## config.mk

```make
export PLATFORM = sky130hd
export DESIGN_NAME = fetch_unit_flat
export DESIGN_NICKNAME = d
export VERILOG_FILES = /design/src/rtl/fetch_pkg.sv /design/src/rtl/fetch_unit_if.sv /design/src/rtl/fetch_skid_buf.sv /design/src/rtl/fetch_unit.sv /design/src/flat_wrapper.sv
export SDC_FILE = /design/constraint.sdc
export NUM_CORES = 1
export LEC_CHECK = 0
export ABC_AREA = 1
export CAP_MARGIN = 10
export CELL_PAD_IN_SITES_DETAIL_PLACEMENT = 1
export CELL_PAD_IN_SITES_GLOBAL_PLACEMENT = 2
export CORE_MARGIN = 10
export CORE_UTILIZATION = 27
export DETAILED_ROUTE_END_ITERATION = 10
export GPL_ROUTABILITY_DRIVEN = 0
export GPL_TIMING_DRIVEN = 0
export HOLD_SLACK_MARGIN = 0.05
export PLACE_DENSITY = 0.83
export SETUP_SLACK_MARGIN = 0.02
export SYNTH_ARGS = -nofsm -noshare
export SYNTH_HDL_FRONTEND = slang
export SYNTH_SLANG_ARGS = --single-unit
```

## constraint.sdc

```tcl
create_clock -name clk -period 2.1 [get_ports clk]
set_clock_uncertainty 0.15 [all_clocks]
set_input_delay 0.315 -clock clk [delete_from_list [all_inputs] [get_ports clk]]
set_output_delay 0.315 -clock clk [all_outputs]
set_load 0.1 [all_outputs]
```

## src/rtl/fetch_pkg.sv

```systemverilog
// Shared constants for the instruction-fetch front end.
package fetch_pkg;

  localparam int          INSN_W       = 32;
  localparam logic [31:0] RESET_PC_DEF = 32'h0;
  localparam logic [31:0] NOP_INSN     = 32'h0;

endpackage

```

## src/rtl/fetch_unit_if.sv

```systemverilog
// Fetch-side bus: instruction ROM port plus the fetch/decode valid-stall link.
interface fetch_unit_if
  import fetch_pkg::*;
#(
  parameter int ADDR_W  = 32,
  parameter int IMEM_AW = 12
);
  logic [IMEM_AW-1:0] imem_addr;
  logic [INSN_W-1:0]  imem_q;
  logic               stall;
  logic               redirect;
  logic [ADDR_W-1:0]  redirect_pc;
  logic               fd_valid;
  logic [ADDR_W-1:0]  fd_pc;
  logic [INSN_W-1:0]  fd_insn;

  modport master (
    output imem_addr, fd_valid, fd_pc, fd_insn,
    input  imem_q, stall, redirect, redirect_pc
  );

  modport slave (
    input  imem_addr, fd_valid, fd_pc, fd_insn,
    output imem_q, stall, redirect, redirect_pc
  );
endinterface

```

## src/rtl/fetch_skid_buf.sv

```systemverilog
// Single-entry pc+insn holding register; flush beats load, load beats unload.
module fetch_skid_buf
  import fetch_pkg::*;
#(
  parameter int ADDR_W = 32
) (
  input  logic              clk,
  input  logic              clear,
  input  logic              load_i,
  input  logic              unload_i,
  input  logic              flush_i,
  input  logic [ADDR_W-1:0] pc_i,
  input  logic [INSN_W-1:0] insn_i,
  output logic              valid_o,
  output logic [ADDR_W-1:0] pc_o,
  output logic [INSN_W-1:0] insn_o
);
  logic              valid_q;
  logic [ADDR_W-1:0] pc_q;
  logic [INSN_W-1:0] insn_q;

  always_ff @(posedge clk) begin
    if (clear) begin
      valid_q <= 1'b0;
      pc_q    <= '0;
      insn_q  <= NOP_INSN;
    end else if (flush_i) begin
      valid_q <= 1'b0;
    end else if (load_i) begin
      valid_q <= 1'b1;
      pc_q    <= pc_i;
      insn_q  <= insn_i;
    end else if (unload_i) begin
      valid_q <= 1'b0;
    end
  end

  assign valid_o = valid_q;
  assign pc_o    = pc_q;
  assign insn_o  = insn_q;
endmodule

```

## src/rtl/fetch_unit.sv

```systemverilog
// Instruction fetch front end: owns the PC, drives the 1-cycle ROM and feeds
// decode through an output register backed by one skid entry.
module fetch_unit
  import fetch_pkg::*;
#(
  parameter int                ADDR_W   = 32,
  parameter int                IMEM_AW  = 12,
  parameter logic [ADDR_W-1:0] RESET_PC = ADDR_W'(RESET_PC_DEF)
) (
  input  logic         clk,
  input  logic         clear,
  fetch_unit_if.master bus
);
  logic [ADDR_W-1:0] pc_q, pc_d;
  logic              inflight_q, inflight_d;
  logic [ADDR_W-1:0] inflight_pc_q, inflight_pc_d;
  logic              fd_valid_q, fd_valid_d;
  logic [ADDR_W-1:0] fd_pc_q, fd_pc_d;
  logic [INSN_W-1:0] fd_insn_q, fd_insn_d;

  logic              skid_valid, skid_load, skid_unload, skid_flush;
  logic [ADDR_W-1:0] skid_pc;
  logic [INSN_W-1:0] skid_insn;

  logic              consume, out_free, issue;
  logic [1:0]        occ;

  fetch_skid_buf #(.ADDR_W(ADDR_W)) u_skid (
    .clk      (clk),
    .clear    (clear),
    .load_i   (skid_load),
    .unload_i (skid_unload),
    .flush_i  (skid_flush),
    .pc_i     (inflight_pc_q),
    .insn_i   (bus.imem_q),
    .valid_o  (skid_valid),
    .pc_o     (skid_pc),
    .insn_o   (skid_insn)
  );

  always_comb begin
    consume       = fd_valid_q & ~bus.stall;
    out_free      = ~fd_valid_q | consume;
    occ           = {1'b0, fd_valid_q} + {1'b0, skid_valid} + {1'b0, inflight_q};
    issue         = ~bus.redirect & ((occ - {1'b0, consume}) < 2'd2);

    pc_d          = pc_q;
    inflight_d    = 1'b0;
    inflight_pc_d = inflight_pc_q;
    fd_valid_d    = fd_valid_q;
    fd_pc_d       = fd_pc_q;
    fd_insn_d     = fd_insn_q;
    skid_load     = 1'b0;
    skid_unload   = 1'b0;
    skid_flush    = 1'b0;

    if (bus.redirect) begin
      // The return arriving this cycle belongs to the old stream and is dropped.
      skid_flush    = 1'b1;
      fd_valid_d    = 1'b0;
      inflight_d    = 1'b1;
      inflight_pc_d = bus.redirect_pc;
      pc_d          = bus.redirect_pc + ADDR_W'(1);
    end else begin
      if (issue) begin
        inflight_d    = 1'b1;
        inflight_pc_d = pc_q;
        pc_d          = pc_q + ADDR_W'(1);
      end
      if (out_free) begin
        if (skid_valid) begin
          fd_valid_d  = 1'b1;
          fd_pc_d     = skid_pc;
          fd_insn_d   = skid_insn;
          skid_load   = inflight_q;
          skid_unload = ~inflight_q;
        end else if (inflight_q) begin
          fd_valid_d  = 1'b1;
          fd_pc_d     = inflight_pc_q;
          fd_insn_d   = bus.imem_q;
        end else begin
          fd_valid_d  = 1'b0;
        end
      end else if (inflight_q) begin
        skid_load = 1'b1;
      end
    end
  end

  always_ff @(posedge clk) begin
    if (clear) begin
      pc_q          <= RESET_PC;
      inflight_q    <= 1'b0;
      inflight_pc_q <= '0;
      fd_valid_q    <= 1'b0;
      fd_pc_q       <= '0;
      fd_insn_q     <= NOP_INSN;
    end else begin
      pc_q          <= pc_d;
      inflight_q    <= inflight_d;
      inflight_pc_q <= inflight_pc_d;
      fd_valid_q    <= fd_valid_d;
      fd_pc_q       <= fd_pc_d;
      fd_insn_q     <= fd_insn_d;
    end
  end

  // Issue throttling keeps at most two words owned by fetch at any time.
  always_ff @(posedge clk) begin
    if (!clear) assert (occ != 2'd3);
  end

  assign bus.imem_addr = bus.redirect ? bus.redirect_pc[IMEM_AW-1:0] : pc_q[IMEM_AW-1:0];
  assign bus.fd_valid  = fd_valid_q;
  assign bus.fd_pc     = fd_pc_q;
  assign bus.fd_insn   = fd_insn_q;
endmodule
```

## src/flat_wrapper.sv

```systemverilog
// flat-port wrapper written by rule: the top's interface ports become plain ports
module fetch_unit_flat import fetch_pkg::*;
#(
  parameter int                ADDR_W   = 32,
  parameter int                IMEM_AW  = 12,
  parameter logic [ADDR_W-1:0] RESET_PC = ADDR_W'(RESET_PC_DEF)
)
  (clk, clear, bus_imem_addr, bus_fd_valid, bus_fd_pc, bus_fd_insn, bus_imem_q, bus_stall, bus_redirect, bus_redirect_pc);
  fetch_unit_if #(.ADDR_W(ADDR_W), .IMEM_AW(IMEM_AW)) bus_i ();
  input  logic clk;
  input  logic clear;
  output wire logic [$bits(bus_i.imem_addr)-1:0] bus_imem_addr;
  output wire logic [$bits(bus_i.fd_valid)-1:0] bus_fd_valid;
  output wire logic [$bits(bus_i.fd_pc)-1:0] bus_fd_pc;
  output wire logic [$bits(bus_i.fd_insn)-1:0] bus_fd_insn;
  input wire logic [$bits(bus_i.imem_q)-1:0] bus_imem_q;
  input wire logic [$bits(bus_i.stall)-1:0] bus_stall;
  input wire logic [$bits(bus_i.redirect)-1:0] bus_redirect;
  input wire logic [$bits(bus_i.redirect_pc)-1:0] bus_redirect_pc;
  assign bus_imem_addr = bus_i.imem_addr;
  assign bus_fd_valid = bus_i.fd_valid;
  assign bus_fd_pc = bus_i.fd_pc;
  assign bus_fd_insn = bus_i.fd_insn;
  assign bus_i.imem_q = bus_imem_q;
  assign bus_i.stall = bus_stall;
  assign bus_i.redirect = bus_redirect;
  assign bus_i.redirect_pc = bus_redirect_pc;
  fetch_unit #(.ADDR_W(ADDR_W), .IMEM_AW(IMEM_AW), .RESET_PC(RESET_PC)) u_core (.clk(clk), .clear(clear), .bus(bus_i));
endmodule
```

==> summary.txt, run 1 <==
Status
  • Status: finished, violations left
  • Failing checks: setup timing

STA
  • Period Utilization, post-route: 1.13
  • Final Max Slew Viols: 0
  • Min Hold Slack: 0.206 ns
  • TNS Setup: -13.81 ns
  • Worst-Margin Slew: 0.839 ns
  • Final Critical Period: 2.38 ns
  • Slew margin rel.: 0.441
  • Achievable frequency: 420 MHz
  • Final setup fails: 65
  • Worst setup margin: -0.282 ns
  • RSZ-0062 raised after global routing: yes
  • Hold Fails Final Rpt: 0

Floorplan
  • Die width: 200 um
  • IO Pins: 145
  • Row cnt: 65
  • Die height: 200 um
  • Core ar.: 31700 um2
  • Initial Util: 0.275
  • Die area: 39900 um2

Drt
  • DR pass1 iterations: 4
  • Routed via count: 8887
  • WL final: 33800 um
  • Final ANT Viol Nets: 0
  • DR iter-0 viols: 414
  • Drc violations: 0
  • Routed WL per cell: 18.2 um
  • Via density: 4.79

Worst setup path
  • Flop2flop setup slack: -0.28 ns
  • Worst setup path startpoint: u_core.bus.fd_valid$_SDFFE_PP0N_
  • Worst reg-to-reg path cell count: 14
  • Crit end category: flip-flop
  • CP endpoint: u_core.pc_q[26]$_SDFFE_PP0P_
  • Worst flop-to-flop path endpoint: u_core.pc_q[26]$_SDFFE_PP0P_
  • WS Path Type: reg2reg
  • R2R Path Start: u_core.bus.fd_valid$_SDFFE_PP0N_
  • Worst setup SP type: flip-flop
  • CP required: 2.30 ns
  • Crit path DAT: 2.58 ns
  • Max FO, Critical Path: 7

Synthesis
  • Asr flop ratio synth: 0
  • EDFF count, synth: 0
  • Largest family of logic cells by synthesized area: simple AND/OR/NAND/NOR gates
  • Yosys warnings: 0
  • Yosys top cell by area: dfxtp_1
  • XOR/XNOR share of the synthesized area: 0.00602
  • Most numerous cell in the Yosys netlist: nand2_1
  • Top-area cell type share of the netlist area: 0.447
  • Syn Inst Count: 1254
  • Synth Area in Adders: 0.00430
  • Synth Flop Type: dfxtp_1
  • Mean post-synth cell area: 6.96 um2
  • Register bit total from synthesis: 195
  • Sequential area share after synthesis: 0.447
  • Mapped Nets: 1325
  • Top cells by count, synth: nand2_1, nor2_1, dfxtp_1
  • Top cells by area, synth: dfxtp_1, nand2_1, o21ai_0
  • Post-Synth Simple-Gate Area: 0.276
  • Post-synthesis mux area share: 0
  • Post-synth cell types: 31
  • Synth Cell Area: 8730 um2
  • Post-synthesis compound-gate area fraction: 0.186

Placed design
  • Port bufs: 143
  • Post-DP HPWL: 24500 um

Hold path
  • Worst min-delay path class: in2reg
  • Hold_sp: clear

Global route
  • Met1 usage: 0.211
  • Met3 global-route usage: 0.0280
  • Met2 GRT Util: 0.282
  • First-pass GRT wire length: 51400 um
  • Pin count of the biggest net entering global routing: 20
  • Gr usage total: 0.165
  • Vias in the first global route: 9030
  • Grt ovf: 0
  • Initial antenna violation count: 0
  • GRT busiest layer: met2

Clock network
  • Worst-path clk slew: 0.08 ns
  • H-tree depth: 4
  • CTS tree: yes
  • CTS Buf Count: 17
  • Worst skew pair latency: 0.45 ns
  • Clock tree buffer depth: 2
  • Sink Count: 195
  • CTS root buffer: clkbuf_16
  • Hold_buf cts: 0

Cells and area
  • Ant. Diodes: 0
  • Filler Cells Inserted: 3886
  • Share of cells above drive strength 1: 0.207
  • Final #Nets: 1514
  • P&R area growth vs syn: 40.0%

Pwr
  • Max IR drop VDD: 0.559 mV
  • Leakage: 4.84 nW
  • Cell Pwr Density: 783 nW/um2
  • Pwr Total: 9.58 mW

Job
  • Max Cap Viol: 0
-- metal layers --
layer  routed length (um)  part of all wire  up-vias
met4                  555             0.016        0
met1                16000              0.47     4251
met3                 1080             0.032       31
met5                    0                 0        -
li1                     -                 -     4468
met2                16200              0.48      137
-- worst max-delay path, stage by stage (launching register included) --
cell and delay, ns:
dfxtp_4 0.35, inv_2 0.05, nor2_2 0.03, ha_1 0.29, inv_2 0.07, ha_4 0.19
nand2_2 0.07, nand3b_1 0.18, nand3_4 0.24, clkinv_8 0.12, buf_12 0.16, buf_6 0.11
nor2_4 0.08, a21boi_2 0.16, nor2_1 0.05
-- report_power, final --
part / internal [mW] / switching, mW / leakage (nW)
Combinational: 0.661 / 1.52 / 2.96
Sequential: 3.90 / 0.127 / 1.60
Clock: 1.70 / 1.68 / 0.281
-- logic make-up (layout without fill, tap and decap cells) --
kind of cell    count (synthesis)  in the layout
simple gates                  596            596
compound gates                297            297
flops                         195            195
buf+inv                       157            358
xor+xnor                        6              6
fa+ha+maj                       3              3
-- sequential cells by signal (all words and copies together), names as in the netlist --
signal	flops
u_core.bus.fd_insn	32
u_core.bus.fd_pc	32
u_core.inflight_pc_q	32
u_core.pc_q	32
u_core.u_skid.insn_o	32
u_core.u_skid.pc_o	32
u_core.bus.fd_valid	1
u_core.inflight_q	1
u_core.u_skid.valid_o	1
-- area by class of cell --
class                      count  area, um2  share of cell area
buffer                        94        639              0.0523
clock buffer                  17        425              0.0348
clock inverter                14        170              0.0139
inverter                      61        241              0.0197
multi-input combinational    902       4480               0.366
sequential                   195       3910               0.320
tap                          402        503              0.0411
timing repair buffer         171       1850               0.152
timing repair inverter         1       8.76            0.000716
-- worst min-delay path by stage --
stage                                          end  depth (start not counted)  slack (ns)
6_report               u_core.pc_q[0]$_SDFFE_PP0P_                          2        0.21
5_1_grt                u_core.pc_q[0]$_SDFFE_PP0P_                          2        0.20
4_1_cts        u_core.bus.fd_insn[28]$_SDFFE_PP0P_                          3        0.32
3_5_place_dp           u_core.pc_q[0]$_SDFFE_PP0P_                          2        0.32
3_3_place_gp           u_core.pc_q[0]$_SDFFE_PP0P_                          2        0.30
2_1_floorplan          u_core.pc_q[0]$_SDFFE_PP0P_                          2        0.29
-- cells in the final DEF (no fill, tap or decap), types with 6 or more instances in the layout --
cell type	n
nand2_1	300
dfxtp_1	193
nor2_1	189
o21ai_0	141
a31oi_1	69
clkdlybuf4s50_1	65
clkdlybuf4s15_2	58
inv_1	55
o21ai_1	41
clkbuf_1	36
buf_4	30
nor2_4	28
clkbuf_16	22
nand2_2	21
a21oi_1	19
nand3_1	18
buf_6	16
buf_2	15
nor2_2	14
clkbuf_2	13
o21ai_2	12
nand4_1	9
buf_8	9
buf_12	6
clkbuf_8	6
xor2_1	6
-- per-stage QoR --
step	area [um2]	std cells	util	worst slack (ns)
floorplan	8840	1254	-	-0.0884
global placement	10800	1799	0.340	-1.01
detailed placement	10800	1799	0.340	-1.01
CTS	11900	1847	0.375	-0.233
global route	12200	1857	0.386	-0.394
finish	12200	1857	0.386	-0.282
-- repair_timing --
item / CTS / global route
gates resized for setup: 363 / 92
buffers inserted: 16 / 7
cloned: 2 / 4
pin swaps: 15 / 30
setup endpoints to repair: 172 / 145
Power figures use the tool's default switching activity.
==> run 2: changes to the inputs <==
--- a/config.mk
+++ b/config.mk
@@ -9,13 +9,14 @@
 export CAP_MARGIN = 10
 export CELL_PAD_IN_SITES_DETAIL_PLACEMENT = 1
 export CELL_PAD_IN_SITES_GLOBAL_PLACEMENT = 2
-export CORE_MARGIN = 10
+export CORE_MARGIN = 2
 export CORE_UTILIZATION = 27
 export DETAILED_ROUTE_END_ITERATION = 10
 export GPL_ROUTABILITY_DRIVEN = 0
 export GPL_TIMING_DRIVEN = 0
 export HOLD_SLACK_MARGIN = 0.05
 export PLACE_DENSITY = 0.83
+export RECOVER_POWER = 50
 export SETUP_SLACK_MARGIN = 0.02
 export SYNTH_ARGS = -nofsm -noshare
 export SYNTH_HDL_FRONTEND = slang
==> run 2 against run 1 <==
Net effect: the flow still finishes with violations (setup timing); count of clock-buffer cells in the layout is 1 higher; power shrank 0.59%; register-to-register slack improved by 0.05 ns; sequential power about the same; die area is 15% lower; final cell count decreased by 0.86%; critical path depth grew 1; global-route usage is 2.8 points higher; clock power is 2% higher; first-iteration DRC count grew 35%; hold slack improved by 0.11 ns.
==> summary.txt, run 2 (same netlist as run 1, synthesis figures left out) <==
Status
  • Status: finished, violations left
  • Failing checks: setup timing

STA
  • RSZ-0062 raised after global routing: yes
  • Worst setup margin: -0.237 ns (+0.0451 ns)
  • Achievable frequency: 428 MHz (+1.9%)
  • Final setup fails: 65 (unchanged)
  • TNS Setup: -10.27 ns (+3.54 ns)
  • Final Critical Period: 2.34 ns (-0.0451 ns)
  • Period Utilization, post-route: 1.11 (-0.0215)
  • Min Hold Slack: 0.318 ns (+0.112 ns)
  • Hold Fails Final Rpt: 0 (unchanged)
  • Slew margin rel.: 0.417 (-0.0237)
  • Worst-Margin Slew: 0.874 ns (+0.0356 ns)
  • Final Max Slew Viols: 0 (unchanged)

Worst setup path
  • Crit end category: flip-flop
  • Max FO, Critical Path: 10 (+3)
  • CP dominant cell by count: nand2_1
  • CP top delay family: simple AND/OR/NAND/NOR gates
  • Worst setup SP type: flip-flop
  • Delay of the slowest critical-path stage: 0.35 ns (about the same)
  • WS Path Type: reg2reg
  • Slowest CP cell: dfxtp_4
  • CP Cell Sequence: inv_2 -> nor2_1 -> ha_1 -> inv_1 -> ha_1 -> nand2_1 -> nand3b_1 -> nand3_4 -> inv_8 -> buf_12 -> nor2_2 -> nand2_1 -> nand3_1 -> nand2_1 -> inv_1
  • CP required: 2.28 ns (-0.02 ns)
  • Crit path DAT: 2.51 ns (-0.07 ns)
  • Buf+Inv Stages, Crit Path: 5 (unchanged)

Global route
  • Gr usage total: 0.193 (+0.0278)
  • Grt ovf: 0 (unchanged)
  • Pin count of the biggest net entering global routing: 21 (+5.0%)
  • Initial antenna violation count: 0 (unchanged)
  • First-pass GRT wire length: 50700 um (-1.3%)
  • Vias in the first global route: 8937 (-1.0%)

Cells and area
  • Fin util: 0.370 (-0.0155)
  • Final #Nets: 1497 (-1.1%)
  • Most common cell after layout, fill and taps aside: nand2_1
  • Share of cells above drive strength 1: 0.174 (-0.0331)
  • Filler Cells Inserted: 3928 (+1.1%)
  • P&R area growth vs syn: 34.4%
  • Commonest non-fill, non-tap cells in the layout: nand2_1, nor2_1, dfxtp_1
  • Post-Layout Cell Count: 1841 (-0.86%)
  • Finished layout cell area: 11700 um2 (-4.0%)
  • Ant. Diodes: 0 (unchanged)

Drt
  • Drc violations: 0 (unchanged)
  • Routed WL per cell: 17.4 um (-4.5%)
  • DR iter-0 viols: 557 (+35%)
  • Via density: 4.77 (-0.24%)
  • DR pass1 iterations: 4 (unchanged)
  • WL final: 32000 um (-5.3%)
  • Final ANT Viol Nets: 0 (unchanged)
  • Routed via count: 8789 (-1.1%)

Pwr
  • Max IR drop VDD: 0.551 mV (-1.5%)
  • Cell Pwr Density: 811 nW/um2 (+3.6%)
  • Leakage: 4.69 nW (-3.1%)
  • Pwr Total: 9.52 mW (-0.59%)

Floorplan
  • IO Pins: 145 (unchanged)
  • Core ar.: 31700 um2 (unchanged)
  • Initial Util: 0.275 (unchanged)
  • Row cnt: 65 (unchanged)
  • Die area: 33800 um2 (-15%)
  • Die width: 184 um (-8.0%)
  • Die height: 184 um (-8.0%)

Placed design
  • Post-DP HPWL: 23300 um (-4.9%)
  • Placed cell count: 1799 (unchanged)
  • Post-DP Area: 10800 um2 (unchanged)
  • Port bufs: 143 (unchanged)
  • Dpl ws: -1.02 ns (-0.00769 ns)

Clock network
  • Sink Count: 195 (unchanged)
  • Worst-path clk slew: 0.08 ns (about the same)
  • Hold_buf cts: 0 (unchanged)
  • CTS root buffer: clkbuf_16
  • CTS Buf Count: 17 (unchanged)
  • Clock tree buffer depth: 2 (unchanged)
  • Worst skew pair latency: 0.45 ns (about the same)
  • CTS tree: yes
  • H-tree depth: 4 (unchanged)

Hold path
  • Worst min-delay path class: in2reg

Job
  • Max Cap Viol: 0 (unchanged)
-- run 2: area by class of cell --
type | instances | area, um2 | share of cell area
Multi-Input combinational cell | 902 | 4280 | 0.365
Sequential cell | 195 | 3910 | 0.333
Timing Repair Buffer | 153 | 1560 | 0.133
Buffer | 96 | 628 | 0.0535
Tap cell | 402 | 503 | 0.0428
Clock buffer | 18 | 429 | 0.0366
Inverter | 61 | 236 | 0.0201
Clock inverter | 14 | 186 | 0.0159
-- run 2: final timing paths --
path	slack, ns	depth (start not counted)	from	to
hold reg to reg	0.32	2	u_core.u_skid.pc_o[13]$_SDFFE_PP0P_	u_core.bus.fd_pc[13]$_SDFFE_PP0P_
hold / removal	0.32	2	clear	u_core.inflight_q$_SDFF_PP0_
setup / recovery	-0.24	15	u_core.bus.fd_valid$_SDFFE_PP0N_	u_core.pc_q[17]$_SDFFE_PP0P_
setup reg to reg	-0.24	15	u_core.bus.fd_valid$_SDFFE_PP0N_	u_core.pc_q[17]$_SDFFE_PP0P_
-- run 2: metal layers --
layer  vias to the layer above  global-route usage  part of all wire
li1                       4433                   -                 -
met1                      4197               0.256              0.48
met2                       139               0.331              0.48
met3                        20              0.0267             0.034
met4                         0              0.0461             0.011
met5                         -                   0                 0
-- run 2: worst register-to-register path, stage by stage, from the launching register on --
cell,delay (ns)
dfxtp_4,0.35
inv_2,0.04
nor2_1,0.03
ha_1,0.27
inv_1,0.04
ha_1,0.26
nand2_1,0.07
nand3b_1,0.20
nand3_4,0.16
inv_8,0.13
buf_12,0.17
nor2_2,0.06
nand2_1,0.08
nand3_1,0.08
nand2_1,0.08
inv_1,0.05
-- run 2: repair_timing --
action	in CTS	in global routing
resized for setup	324	45
endpoints found under the setup margin	180	141
endpoints found under the hold margin	0	0
buffers inserted	7	2
cloned	2	0
pin swaps	9	6
-- run 2: power by group --
part	total (mW)	internal [mW]	leakage, nW	switching (mW)
Sequential	4.02	3.90	1.60	0.128
Clock	3.44	1.73	0.298	1.71
Combinational	2.06	0.591	2.79	1.47
Total	9.52	6.21	4.69	3.31
==> run 3: changes to the inputs <==
--- a/config.mk
+++ b/config.mk
@@ -12,12 +12,13 @@
 export CORE_MARGIN = 2
 export CORE_UTILIZATION = 27
 export DETAILED_ROUTE_END_ITERATION = 10
-export GPL_ROUTABILITY_DRIVEN = 0
+export GPL_ROUTABILITY_DRIVEN = 1
 export GPL_TIMING_DRIVEN = 0
 export HOLD_SLACK_MARGIN = 0.05
 export PLACE_DENSITY = 0.83
 export RECOVER_POWER = 50
 export SETUP_SLACK_MARGIN = 0.02
+export SKIP_CTS_REPAIR_TIMING = 1
 export SYNTH_ARGS = -nofsm -noshare
 export SYNTH_HDL_FRONTEND = slang
 export SYNTH_SLANG_ARGS = --single-unit
==> run 3 against run 2 <==
Net effect: the run still ends with setup timing left; clock power barely moved; hold slack improved by 0.0018 ns; count of clock-buffer cells in the layout did not move; power rose by 0.27%; register-to-register slack got worse by 0.04 ns; setup slack got worse by 0.035 ns; combinational power barely moved; critical path type unchanged.
==> summary.txt, run 3 (same netlist as run 1, synthesis figures left out) <==
STA
  • TNS Setup: -12.88 ns (-2.61 ns)
  • RSZ-0062 raised after global routing: yes
  • Achievable frequency: 422 MHz (-1.5%)
  • Period Utilization, post-route: 1.13 (+0.0168)
  • Hold Fails Final Rpt: 0 (unchanged)
  • Worst setup margin: -0.272 ns (-0.0352 ns)
  • Slew margin rel.: 0.303 (-0.114)
  • Final Max Slew Viols: 0 (unchanged)
  • Worst-Margin Slew: 1.04 ns (+0.169 ns)
  • Final setup fails: 82 (+26%)
  • Final Critical Period: 2.37 ns (+0.0352 ns)
  • Min Hold Slack: 0.320 ns (+0.00176 ns)

Drt
  • Drc violations: 0 (unchanged)
  • Met1 wire length: 15500 um (+1.4%)
  • DR pass1 iterations: 4 (unchanged)
  • WL final: 32100 um (+0.32%)
  • Via density: 4.75 (-0.50%)
  • Met2 WL: 15200 um (about the same)
  • WL met3: 896 um (-18%)
  • Uppermost layer routed: met4
  • Routed WL per cell: 17.4 um (-0.12%)
  • Final ANT Viol Nets: 0 (unchanged)
  • DR iter-0 viols: 541 (-2.9%)
  • Routed via count: 8783 (-0.068%)

Clock network
  • Worst-path clk slew: 0.08 ns (about the same)
  • CTS tree: yes
  • Clock tree buffer depth: 2 (unchanged)
  • H-tree depth: 4 (unchanged)
  • Sink Count: 195 (unchanged)
  • CTS root buffer: clkbuf_16
  • Worst skew pair latency: 0.44 ns (about the same)
  • CTS Buf Count: 17 (unchanged)

Worst setup path
  • Crit end category: flip-flop
  • Worst setup path startpoint: u_core.bus.fd_valid$_SDFFE_PP0N_
  • CP required: 2.25 ns (-0.03 ns)
  • Max FO, Critical Path: 6 (-4)
  • Worst setup SP type: flip-flop
  • R2R Path Start: u_core.bus.fd_valid$_SDFFE_PP0N_
  • Crit path DAT: 2.52 ns (about the same)
  • WS Path Type: reg2reg

Status
  • Status: finished, violations left
  • Failing checks: setup timing

Floorplan
  • Die area: 33800 um2 (unchanged)
  • Die width: 184 um (unchanged)
  • Row cnt: 65 (unchanged)
  • Initial Util: 0.275 (unchanged)
  • Core ar.: 31700 um2 (unchanged)
  • IO Pins: 145 (unchanged)
  • Die height: 184 um (unchanged)

Cells and area
  • Final #Nets: 1505 (+0.53%)
  • Finished layout cell area: 11900 um2 (+1.3%)
  • Most common cell after layout, fill and taps aside: nand2_1
  • Post-Layout Cell Count: 1849 (+0.43%)
  • Ant. Diodes: 0 (unchanged)
  • Filler Cells Inserted: 3944 (+0.41%)
  • Commonest non-fill, non-tap cells in the layout: nand2_1, nor2_1, dfxtp_1
  • Fin util: 0.375 (+0.00489)
  • Share of cells above drive strength 1: 0.141 (-0.0328)
  • P&R area growth vs syn: 36.2%

Placed design
  • Post-DP Area: 10800 um2 (unchanged)
  • GPL Wtd Cong: 0.811
  • Post-DP HPWL: 23300 um (unchanged)
  • Port bufs: 143 (unchanged)
  • Placed cell count: 1799 (unchanged)

Global route
  • Grt ovf: 0 (unchanged)
  • Pin count of the biggest net entering global routing: 21 (unchanged)
  • Initial antenna violation count: 0 (unchanged)
  • First-pass GRT wire length: 49700 um (-2.0%)
  • Gr usage total: 0.189 (-0.00432)
  • Vias in the first global route: 8827 (-1.2%)

Pwr
  • Max IR drop VDD: 0.551 mV (about the same)
  • Leakage: 5.56 nW (+19%)
  • Cell Pwr Density: 803 nW/um2 (-1.0%)

Hold path
  • Hold_sp: bus_redirect
  • Worst min-delay path class: in2reg

Job
  • Max Cap Viol: 0 (unchanged)
## run 3: cell types whose count changed in the layout (fill, tap and decap cells not counted), sizes merged
cell,before,now
clkdlybuf4s15,53,0
dlygate4sd2,1,0
buf,53,65
dlymetal6s2s,0,55
clkbuf,95,90
## run 3: worst paths after layout
check | endpoint | slack [ns] | depth (start not counted)
worst max-delay path | u_core.pc_q[23]$_SDFFE_PP0P_ | -0.27 | 14
worst min-delay path | u_core.inflight_pc_q[1]$_SDFFE_PP0P_ | 0.32 | 4
worst max register to register | u_core.pc_q[23]$_SDFFE_PP0P_ | -0.27 | 14
worst min register to register | u_core.pc_q[0]$_SDFFE_PP0P_ | 0.32 | 2
## run 3: cell type report
type | instances | area [um2] | share of cell area
Buffer | 96 | 624 | 0.0525
Clock buffer | 18 | 429 | 0.0361
Clock inverter | 14 | 186 | 0.0157
Inverter | 61 | 236 | 0.0199
Multi-Input combinational cell | 902 | 4360 | 0.366
Sequential cell | 195 | 3910 | 0.329
Tap cell | 402 | 503 | 0.0423
Timing Repair Buffer | 161 | 1650 | 0.139
## run 3: critical path, stage by stage, from the launching register on
cell and delay [ns]:
dfxtp_4 0.35, inv_2 0.04, nor2_1 0.03, ha_1 0.27, inv_1 0.04, ha_1 0.26
nand2_1 0.07, nand3b_1 0.21, nand3_4 0.17, buf_4 0.19, clkbuf_16 0.15, nand2_1 0.06
a21oi_1 0.04, nor2_1 0.14, nor2_1 0.05
## run 3: layer usage
layer  GRT usage  vias up
met5           0        -
met4      0.0435        0
met3      0.0232       29
met2       0.321      143
met1       0.255     4166
li1            -     4445
## run 3: power breakdown
part	internal, mW	leakage, nW	switching (mW)
Sequential	3.90	1.60	0.125
Clock	1.73	0.298	1.72
Combinational	0.601	3.66	1.48
## run 3: metrics by stage
| step | total power [mW] | setup slack [ns] |
|---|---|---|
| 3_3_place_gp | 6.10 | -1.01 |
| 6_report | 9.55 | -0.272 |
| 4_1_cts | 9.55 | -1.02 |
| 5_1_grt | 9.92 | -0.380 |
| 2_1_floorplan | 5.48 | -0.0884 |
| 3_5_place_dp | 6.12 | -1.02 |
